**src/rtl/sprom_playback_ctrl_if.sv**
```systemverilog
`default_nettype none
// ============================================================================
//  Module   : sprom_playback_ctrl_if
//  Brief    : ROM read port plus AXI4-Stream master bundle of the playback
//             sequencer. m_axis_tlast exists only with SPROM_PLAYBACK_TLAST_EN.
//  Revision : 1.0  initial release
// ============================================================================
interface sprom_playback_ctrl_if #(
    parameter int ADDR_W = 10,
    parameter int DATA_W = 32
);
    logic              rom_en;
    logic [ADDR_W-1:0] rom_addr;
    logic [DATA_W-1:0] rom_data;
    logic              m_axis_tvalid;
    logic              m_axis_tready;
    logic [DATA_W-1:0] m_axis_tdata;
`ifdef SPROM_PLAYBACK_TLAST_EN
    logic              m_axis_tlast;
`endif

    modport master (
        output rom_en,
        output rom_addr,
        input  rom_data,
        output m_axis_tvalid,
        input  m_axis_tready,
        output m_axis_tdata
`ifdef SPROM_PLAYBACK_TLAST_EN
        , output m_axis_tlast
`endif
    );

    modport slave (
        input  rom_en,
        input  rom_addr,
        output rom_data,
        input  m_axis_tvalid,
        output m_axis_tready,
        input  m_axis_tdata
`ifdef SPROM_PLAYBACK_TLAST_EN
        , input  m_axis_tlast
`endif
    );
endinterface
`default_nettype wire

```
**src/rtl/sprom_playback_ctrl.sv**
```systemverilog
`default_nettype none
// ============================================================================
//  Module   : sprom_playback_ctrl
//  Brief    : Plays ROM window [start, start+length) a programmed number of
//             times as an AXI4-Stream; optional tlast via SPROM_PLAYBACK_TLAST_EN.
//  Revision : 1.0  initial release
// ============================================================================
module sprom_playback_ctrl #(
    parameter int ADDR_W = 10,
    parameter int DATA_W = 32,
    parameter int LOOP_W = 16
) (
    input  wire                  aclk,
    input  wire                  rst_n,
    input  wire [ADDR_W-1:0]     cfg_start_addr,
    input  wire [ADDR_W:0]       cfg_length,
    input  wire [LOOP_W-1:0]     cfg_loops,
    input  wire                  cmd_start,
    input  wire                  cmd_stop,
    output logic                 busy,
    output logic                 done,
    sprom_playback_ctrl_if.master bus
);
    localparam int         c_LEN_W = ADDR_W + 1;
    localparam logic [1:0] c_IDLE  = 2'd0;
    localparam logic [1:0] c_RUN   = 2'd1;
    localparam logic [1:0] c_DRAIN = 2'd2;

    logic [1:0]        r_state, w_state_next;
    logic [ADDR_W-1:0] r_start;
    logic [ADDR_W:0]   r_len, r_offset;
    logic [LOOP_W-1:0] r_loops_left;
    logic              r_infinite;
    logic              r_inflight;
    logic [DATA_W-1:0] r_buf_data [2];
    logic [1:0]        r_count;
    logic              r_rd_ptr, r_wr_ptr;
`ifdef SPROM_PLAYBACK_TLAST_EN
    logic              r_inflight_last;
    logic              r_buf_last [2];
`endif

    logic w_accept, w_tvalid, w_pop, w_credit, w_issue;
    logic w_pass_end, w_final_read, w_drained;

    assign w_accept     = (r_state == c_IDLE) && cmd_start && !cmd_stop && (cfg_length != '0);
    assign w_tvalid     = (r_count != 2'd0);
    assign w_pop        = w_tvalid && bus.m_axis_tready;
    // A read is issued only if its word is guaranteed a buffer slot next cycle.
    assign w_credit     = (({1'b0, r_count} + 3'(r_inflight) - 3'(w_pop)) < 3'd2);
    assign w_issue      = (r_state == c_RUN) && w_credit;
    assign w_pass_end   = w_issue && (r_offset == (r_len - c_LEN_W'(1)));
    assign w_final_read = w_pass_end && !r_infinite && (r_loops_left == LOOP_W'(1));
    assign w_drained    = (r_count == 2'd0) && !r_inflight;

    assign bus.rom_en        = w_issue;
    assign bus.rom_addr      = r_start + r_offset[ADDR_W-1:0];
    assign bus.m_axis_tvalid = w_tvalid;
    assign bus.m_axis_tdata  = r_buf_data[r_rd_ptr];
`ifdef SPROM_PLAYBACK_TLAST_EN
    assign bus.m_axis_tlast  = r_buf_last[r_rd_ptr];
`endif

    always_ff @(posedge aclk) begin
        if (!rst_n) begin
            r_state <= c_IDLE;
        end else begin
            r_state <= w_state_next;
        end
    end

    always_comb begin
        w_state_next = r_state;
        busy         = 1'b0;
        done         = 1'b0;
        case (r_state)
            c_IDLE: begin
                if (w_accept) w_state_next = c_RUN;
            end
            c_RUN: begin
                busy = 1'b1;
                if (cmd_stop || w_final_read) w_state_next = c_DRAIN;
            end
            c_DRAIN: begin
                busy = 1'b1;
                if (w_drained) begin
                    done         = 1'b1;
                    w_state_next = c_IDLE;
                end
            end
            default: w_state_next = c_IDLE;
        endcase
    end

    always_ff @(posedge aclk) begin
        if (!rst_n) begin
            r_start      <= '0;
            r_len        <= '0;
            r_offset     <= '0;
            r_loops_left <= '0;
            r_infinite   <= 1'b0;
            r_inflight   <= 1'b0;
            r_count      <= 2'd0;
            r_rd_ptr     <= 1'b0;
            r_wr_ptr     <= 1'b0;
            for (int i = 0; i < 2; i++) r_buf_data[i] <= '0;
`ifdef SPROM_PLAYBACK_TLAST_EN
            r_inflight_last <= 1'b0;
            for (int i = 0; i < 2; i++) r_buf_last[i] <= 1'b0;
`endif
        end else begin
            if (w_accept) begin
                r_start      <= cfg_start_addr;
                r_len        <= cfg_length;
                r_offset     <= '0;
                r_loops_left <= cfg_loops;
                r_infinite   <= (cfg_loops == '0);
            end else if (w_issue) begin
                if (w_pass_end) begin
                    r_offset <= '0;
                    if (!r_infinite) r_loops_left <= r_loops_left - LOOP_W'(1);
                end else begin
                    r_offset <= r_offset + c_LEN_W'(1);
                end
            end

            // ROM data is valid exactly one cycle after the read was issued.
            r_inflight <= w_issue;
            if (r_inflight) begin
                r_buf_data[r_wr_ptr] <= bus.rom_data;
                r_wr_ptr             <= ~r_wr_ptr;
            end
            if (w_pop) r_rd_ptr <= ~r_rd_ptr;
            r_count <= r_count + 2'(r_inflight) - 2'(w_pop);
`ifdef SPROM_PLAYBACK_TLAST_EN
            r_inflight_last <= w_pass_end;
            if (r_inflight) r_buf_last[r_wr_ptr] <= r_inflight_last;
`endif
        end
    end
endmodule
`default_nettype wire
```
**src/flat_wrapper.sv**
```systemverilog
// flat-port wrapper written by rule: the top's interface ports become plain ports
module sprom_playback_ctrl_flat 
#(
    parameter int ADDR_W = 10,
    parameter int DATA_W = 32,
    parameter int LOOP_W = 16
)
  (aclk, rst_n, cfg_start_addr, cfg_length, cfg_loops, cmd_start, cmd_stop, busy, done, bus_rom_en, bus_rom_addr, bus_rom_data, bus_m_axis_tvalid, bus_m_axis_tready, bus_m_axis_tdata);
  sprom_playback_ctrl_if #(.ADDR_W(ADDR_W), .DATA_W(DATA_W)) bus_i ();
  input  wire aclk;
  input  wire rst_n;
  input  wire [ADDR_W-1:0] cfg_start_addr;
  input  wire [ADDR_W:0] cfg_length;
  input  wire [LOOP_W-1:0] cfg_loops;
  input  wire cmd_start;
  input  wire cmd_stop;
  output logic busy;
  output logic done;
  output wire logic [$bits(bus_i.rom_en)-1:0] bus_rom_en;
  output wire logic [$bits(bus_i.rom_addr)-1:0] bus_rom_addr;
  input wire logic [$bits(bus_i.rom_data)-1:0] bus_rom_data;
  output wire logic [$bits(bus_i.m_axis_tvalid)-1:0] bus_m_axis_tvalid;
  input wire logic [$bits(bus_i.m_axis_tready)-1:0] bus_m_axis_tready;
  output wire logic [$bits(bus_i.m_axis_tdata)-1:0] bus_m_axis_tdata;
  assign bus_rom_en = bus_i.rom_en;
  assign bus_rom_addr = bus_i.rom_addr;
  assign bus_i.rom_data = bus_rom_data;
  assign bus_m_axis_tvalid = bus_i.m_axis_tvalid;
  assign bus_i.m_axis_tready = bus_m_axis_tready;
  assign bus_m_axis_tdata = bus_i.m_axis_tdata;
  sprom_playback_ctrl #(.ADDR_W(ADDR_W), .DATA_W(DATA_W), .LOOP_W(LOOP_W)) u_core (.aclk(aclk), .rst_n(rst_n), .cfg_start_addr(cfg_start_addr), .cfg_length(cfg_length), .cfg_loops(cfg_loops), .cmd_start(cmd_start), .cmd_stop(cmd_stop), .busy(busy), .done(done), .bus(bus_i));
endmodule
```
**config.mk**
```make
export PLATFORM = sky130hd
export DESIGN_NAME = sprom_playback_ctrl_flat
export DESIGN_NICKNAME = d
export VERILOG_FILES = /design/src/rtl/sprom_playback_ctrl_if.sv /design/src/rtl/sprom_playback_ctrl.sv /design/src/flat_wrapper.sv
export SDC_FILE = /design/constraint.sdc
export NUM_CORES = 1
export LEC_CHECK = 0
export ABC_AREA = 0
export CAP_MARGIN = 0
export CORE_UTILIZATION = 45
export DETAILED_ROUTE_END_ITERATION = 16
export GPL_TIMING_DRIVEN = 0
export PLACE_DENSITY = 0.71
export SLEW_MARGIN = 10
export SYNTH_ARGS = -nofsm -noshare
export SYNTH_HDL_FRONTEND = slang
export SYNTH_SLANG_ARGS = --single-unit
```
**constraint.sdc**
```tcl
create_clock -name aclk -period 6.6 [get_ports aclk]
set_clock_uncertainty 0.15 [all_clocks]
set_input_delay 0.66 -clock aclk [delete_from_list [all_inputs] [get_ports aclk]]
set_output_delay 0.66 -clock aclk [all_outputs]
set_load 0.005 [all_outputs]
```
After elaboration in Yosys (flattened, before gate mapping) --
Memory sizes are Yosys's and may differ from the RTL's. A register that Yosys moved wholly into a read port is not among the register bits. Cells that the tools add are included.
Cells by class: bitwise gates (word level) 3, multiplexer cells 21, order comparisons 1, reduce and logical (&&, ||, !) cells 25, add/subtract/negate cells 8, equal/unequal tests 8
Operators with widths (count):
- two-way mux 16 bit | 4
- two-way mux 32 bit | 1
- OR reduction 32 bit | 1
- equality test 16 x 1 -> 1 bit, second input constant | 1
- zero test 16 bit | 1
- subtractor 16 x 1 -> 16 bit, second input constant | 1
- adder 11 x 1 -> 11 bit, second input constant | 1
- equality test 11 bit | 1
- two-way mux 1 bit | 11
- two-way mux 11 bit | 1
- nonzero test 11 bit | 1
- subtractor 11 x 1 -> 11 bit, second input constant | 1
- adder 10 bit | 1
- logical AND 1 bit | 9
- two-way mux 2 bit | 3
- case mux 2 bit (3 select lines) | 1
- AND reduction 3 bit | 2
- nonzero test 2 bit | 3
- zero test 2 bit | 2
- inequality test 2 x 1 -> 1 bit, second input constant | 2
- inequality test 2 bit, second input constant | 2
- OR reduction 2 bit | 2
- adder 2 x 1 -> 3 bit | 1
- zero test 1 bit | 3
- other kinds (8) | 10
Storage, ports and cells: memories kept 1, word-level logic and storage cells 77, register bits 56, bits in writable memories 64
Memories:
- u_core.r_buf_data | depth 2, width 32, read ports 1, clocked after Yosys merged registers in 1, write ports 2, line sprom_playback_ctrl.sv:35 | logic [DATA_W-1:0] r_buf_data [2];

Longest topological paths before layout --
depth in word-level cells 11, depth in mapped cells 14, depth with buffers taken out 13

Least setup slack after synthesis --
Ideal clock, no wire load.
kind register to register, start point register u_core.r_count[1], end point register u_core.r_loops_left[3], clock period less this slack 3.620 ns, path buffers 1, arrival time 3.332 ns, cell stages (with the launch flop) 15, path slack 2.980 ns, cell sequence dfxtp_1 > or2_2 > and2_1 > ha_1 > inv_1 > ha_1 > fa_1 > xnor2_1 > nor3b_1 > and4_1 > o211ai_1 > buf_2 > nor3_1 > mux2i_1 > o221ai_1
Between the ends: cells in the longest elaborated chain, start to end 8, elaborated cells between the ends (all ways) 10, those cells by class add/sub: 2; order compare: 1; reduce/logical: 7
RTL lines:
- start: declaration | line sprom_playback_ctrl.sv:36 | logic [1:0] r_count;
- start signal: assignment | line sprom_playback_ctrl.sv:134 | r_count <= r_count + 2'(r_inflight) - 2'(w_pop);
- nonzero test 2 bit (*) | line sprom_playback_ctrl.sv:47 | assign w_tvalid = (r_count != 2'd0);
- net bus_m_axis_tvalid | line flat_wrapper.sv:22 | output wire logic [$bits(bus_i.m_axis_tvalid)-1:0] bus_m_axis_tvalid;
- logical AND 1 bit (*) | line sprom_playback_ctrl.sv:48 | assign w_pop = w_tvalid && bus.m_axis_tready;
- net u_core.w_pop | line sprom_playback_ctrl.sv:43 | logic w_accept, w_tvalid, w_pop, w_credit, w_issue;
- subtractor 3 x 1 -> 3 bit (*) | line sprom_playback_ctrl.sv:50 | assign w_credit = (({1'b0, r_count} + 3'(r_inflight) - 3'(w_pop)) < 3'd2);
- < comparator 3 x 2 -> 1 bit (*) | line sprom_playback_ctrl.sv:50
- logical AND 1 bit (*) | line sprom_playback_ctrl.sv:51 | assign w_issue = (r_state == c_RUN) && w_credit;
- logical AND 1 bit | line sprom_playback_ctrl.sv:52 | assign w_pass_end = w_issue && (r_offset == (r_len - c_LEN_W'(1)));
- nonzero test 2 bit (no source line)
- AND reduction 3 bit (no source line) (*)
- end signal: assignment | line sprom_playback_ctrl.sv:116 | r_loops_left <= cfg_loops;
- end signal: assignment | line sprom_playback_ctrl.sv:121 | if (!r_infinite) r_loops_left <= r_loops_left - LOOP_W'(1);
- end: declaration | line sprom_playback_ctrl.sv:32 | logic [LOOP_W-1:0] r_loops_left;
The timed path passes the listed nets; every way through them passes the cells marked *. A chain may end at the register's enable or synchronous reset.

Worst setup path in the final report --
start point register u_core.r_count[1], end point output bus_rom_en
Between the ends: cells in the longest elaborated chain, start to end 5, elaborated cells between the ends (all ways) 6, those cells by class add/sub: 2; order compare: 1; reduce/logical: 3
RTL lines:
- nonzero test 2 bit | line sprom_playback_ctrl.sv:47
- logical AND 1 bit | line sprom_playback_ctrl.sv:48
- net u_core.w_pop | line sprom_playback_ctrl.sv:43
- subtractor 3 x 1 -> 3 bit | line sprom_playback_ctrl.sv:50
- < comparator 3 x 2 -> 1 bit | line sprom_playback_ctrl.sv:50
- logical AND 1 bit | line sprom_playback_ctrl.sv:51
- end: declaration | line flat_wrapper.sv:19 | output wire logic [$bits(bus_i.rom_en)-1:0] bus_rom_en;
The timed path passes the listed nets, and every way through them passes these cells.

==> flow_metrics.py <==
metrics = {
    "outcome": {
        "outcome": "finished clean",
    },
    "synthesis": {
        "synth_async_sr_flop_share": 0,
        "yosysSeqAreaShare": 0.486,
        "ys_warn_count": 0,
        "synth.cell_area_sq_mm": 0.00631,
        "number_of_register_bits_inferred_by_synthesis": 121,
        "dominantRegCellSynth": "edfxtp_1",
        "syn_area_per_cell_sq_um": 10.3,
        "syn_inst": 614,
        "post_syn_nets": 709,
        "synth_cell_types": 58,
        "synth_edf_count": 64,
    },
    "worst_setup_path": {
        "critical_path_class": "reg -> out",
        "critical-path-max-stage-delay_ns": 0.67,
        "cp-end-kind": "output port",
        "critPathLaunchType": "flop",
        "path_common_cell": "ha_1",
        "critical_path_buf_inv_count": 3,
        "timing.critical_path.cells": "or2_2, and2_1, ha_1, inv_1, ha_1, fa_1, xnor2_1, nor3b_1, clkbuf_1, clkdlybuf4s50_1",
        "cp_slowest_cell": "nor3b_1",
        "crit_arrival_ns": 3.97,
        "timing.critical_path.required_ns": 5.79,
        "path_delay_family": "simple AND/OR/NAND/NOR gates",
        "path_max_fanout": 10,
        "rrSetupSlack_ns": 2.38,
    },
    "detailed_routing": {
        "drt_iter0_drc": 209,
        "antenna_violating_nets_left": 0,
        "drc": 0,
        "route.detailed.wl_per_inst_microns": 16.2,
        "via_count": 5098,
        "vias_per_cell": 5.41,
        "detail_route.wirelength_microns": 15200,
        "drtPass1Iterations": 4,
    },
    "timing": {
        "drv_slew": 0,
        "unrepaired_setup_endpoints_after_global_routing": "false",
        "min_period_ns": 4.78,
        "setup_violations": 0,
        "timing.fmax_ghz": 0.209,
        "final-hold-violation-count": 0,
        "tightestPinTransition_ns": 0.957,
        "slew-limit-headroom": 0.354,
        "min_period_over_period": 0.724,
        "fin_setup_tns_ns": 0,
        "setup_slack_ns": 1.82,
    },
    "cts": {
        "ctsHoldBuffers": 0,
        "clock_latency_ns": 0.43,
        "clock_sinks": 121,
        "ctsLongestPathBuffers": 2,
        "post_cts_resize_count": 0,
        "cts_tree": "built",
        "clkTransAtPathRegs_ns": 0.06,
        "postCtsSetupRepairBufs": 0,
        "cts_max_level": 4,
        "cts_made_buffers": 17,
        "clock_tree.root_cell": "clkbuf_16",
    },
    "global_routing": {
        "globalRouteTotalUtil": 0.225,
        "grt_first_pass_wirelength_microns": 24900,
        "use_met3": 0.0637,
        "grt_start_max_net_pins": 27,
        "grt_antenna_before_repair": 0,
        "grt.busiest_layer": "met2",
        "groute.layer.met1.usage": 0.278,
        "first_global_vias": 5143,
        "met2_usage": 0.367,
        "gr-total-overflow": 0,
    },
    "finish": {
        "fin_nets": 848,
        "layout_common_cells": "clkdlybuf4s50_1, and2_1, edfxtp_1",
        "area_growth_pct": 32.3,
        "multiInputGateArea_sq_mm": 0.00305,
        "final_layout_size_suffix_gt1_frac": 0.117,
        "filler_cell_count_in_the_final_layout": 1145,
        "ff_latch_area_sq_mm": 0.00306,
        "insertedDiodeCount": 0,
        "most_frequent_standard_cell_in_the_layout_excluding_fill_and_tap_cells": "clkdlybuf4s50_1",
    },
    "placement": {
        "placement.io_buffers": 118,
        "dp_worst_setup_slack_ns": 1.84,
        "dp.final_hpwl_microns": 11200,
        "finalWeightedCongestion": 0.864,
    },
    "power": {
        "part_of_the_total_power_dissipated_in_combinational_logic": 0.278,
        "power.internal_mw": 1.81,
        "power_per_cell_area_mw_per_mm2": 305,
        "cellLeakagePower_nw": 3.09,
        "power.share.clock": 0.354,
        "power_frac_seq": 0.368,
        "vdd.ir_drop.worst_v": 0.000198,
        "p_switching_uw": 734,
        "swShare": 0.288,
    },
    "die": {
        "start_util": 0.469,
        "fp.coreArea_sq_mm": 0.0135,
        "chipHeight_microns": 120,
        "io_pins": 120,
        "fp-row-count": 42,
        "die_w_microns": 120,
        "fp.dieArea_sq_mm": 0.0145,
    },
    "run": {
        "drv_cap": 0,
    },
    "worst_hold_path": {
        "timing.hold.worst.class": "reg -> reg",
    },
}
-- registers in the layout (all words and copies together) (netlist names), 2 cells and up, named ones only --
signal / cells
u_core.r_loops_left: 16
u_core.r_state: 2
u_core.r_buf_data: 64
u_core.r_offset: 11
u_core.r_count: 2
u_core.r_len: 11
u_core.r_start: 10
-- worst min-delay path, stage by stage, from the launching register on --
cell	delay (ns)
dfxtp_1	0.31
nand2_1	0.05
a21oi_1	0.05
-- area by class of cell --
type / instances / area share
Sequential cell: 121 / 0.367
Multi-Input combinational cell: 441 / 0.365
Timing Repair Buffer: 120 / 0.147
Clock buffer: 18 / 0.0514
Tap cell: 176 / 0.0264
Clock inverter: 14 / 0.0178
Buffer: 29 / 0.0150
Inverter: 23 / 0.0103
-- power by group through the flow --
stage	Clock [mW]	Sequential [mW]	Combinational (mW)
floorplan	0	0.938	0.404
global placement	0	0.950	0.681
detailed placement	0	0.952	0.707
CTS	0.916	0.936	0.713
global route	0.948	0.948	0.780
finish	0.903	0.936	0.708
-- kinds of logic after synthesis --
logic type,after synthesis,synth area share
buf+inv,52,0.0335
simple gates,261,0.232
compound gates,80,0.0809
mux,38,0.0668
flops,121,0.486
fa+ha+maj,21,0.0440
xor+xnor,41,0.0569
-- synthesized netlist by cell type, types with 7 or more instances --
cell type	instances	share of area
ha_1	19	0.038
nand3_1	23	0.018
a21oi_1	37	0.029
nand4_1	10	0.0099
and2_1	71	0.070
xor2_1	15	0.021
nor2_1	38	0.023
mux2_2	33	0.059
dfxtp_1	57	0.18
nand2_1	53	0.032
clkbuf_1	21	0.012
nor3_1	7	0.0056
edfxtp_1	64	0.30
xnor2_1	26	0.036
nor4_1	10	0.0099
inv_1	23	0.014
o21ai_0	11	0.0087
-- routing by layer --
metal / wire length [microns] / part of all wire
met1: 6720 / 0.44
met2: 7310 / 0.48
met3: 873 / 0.057
met4: 320 / 0.021
met5: 0 / 0
-- worst paths after layout --
path | endpoint | from | cells past startpoint
max | bus_rom_en | u_core.r_count[1] | 10
min | u_core.r_start[3] | u_core.r_start[3] | 2
max reg2reg | u_core.r_loops_left[3] | u_core.r_count[1] | 14
min reg2reg | u_core.r_start[3] | u_core.r_start[3] | 2
-- per-stage QoR --
step | hold WS (ns) | total power [mW] | cell area (sq um) | instances | util
after global routing | 0.334 | 2.68 | 8350 | 942 | 0.621
after global placement | 0.296 | 1.63 | 7710 | 908 | 0.573
after CTS | 0.314 | 2.57 | 8350 | 942 | 0.621
after detailed placement | 0.305 | 1.66 | 7770 | 910 | 0.578
final | 0.315 | 2.55 | 8350 | 942 | 0.621
after floorplan | 0.290 | 1.34 | 6310 | 614 | -
Power figures use the tool's default switching activity.
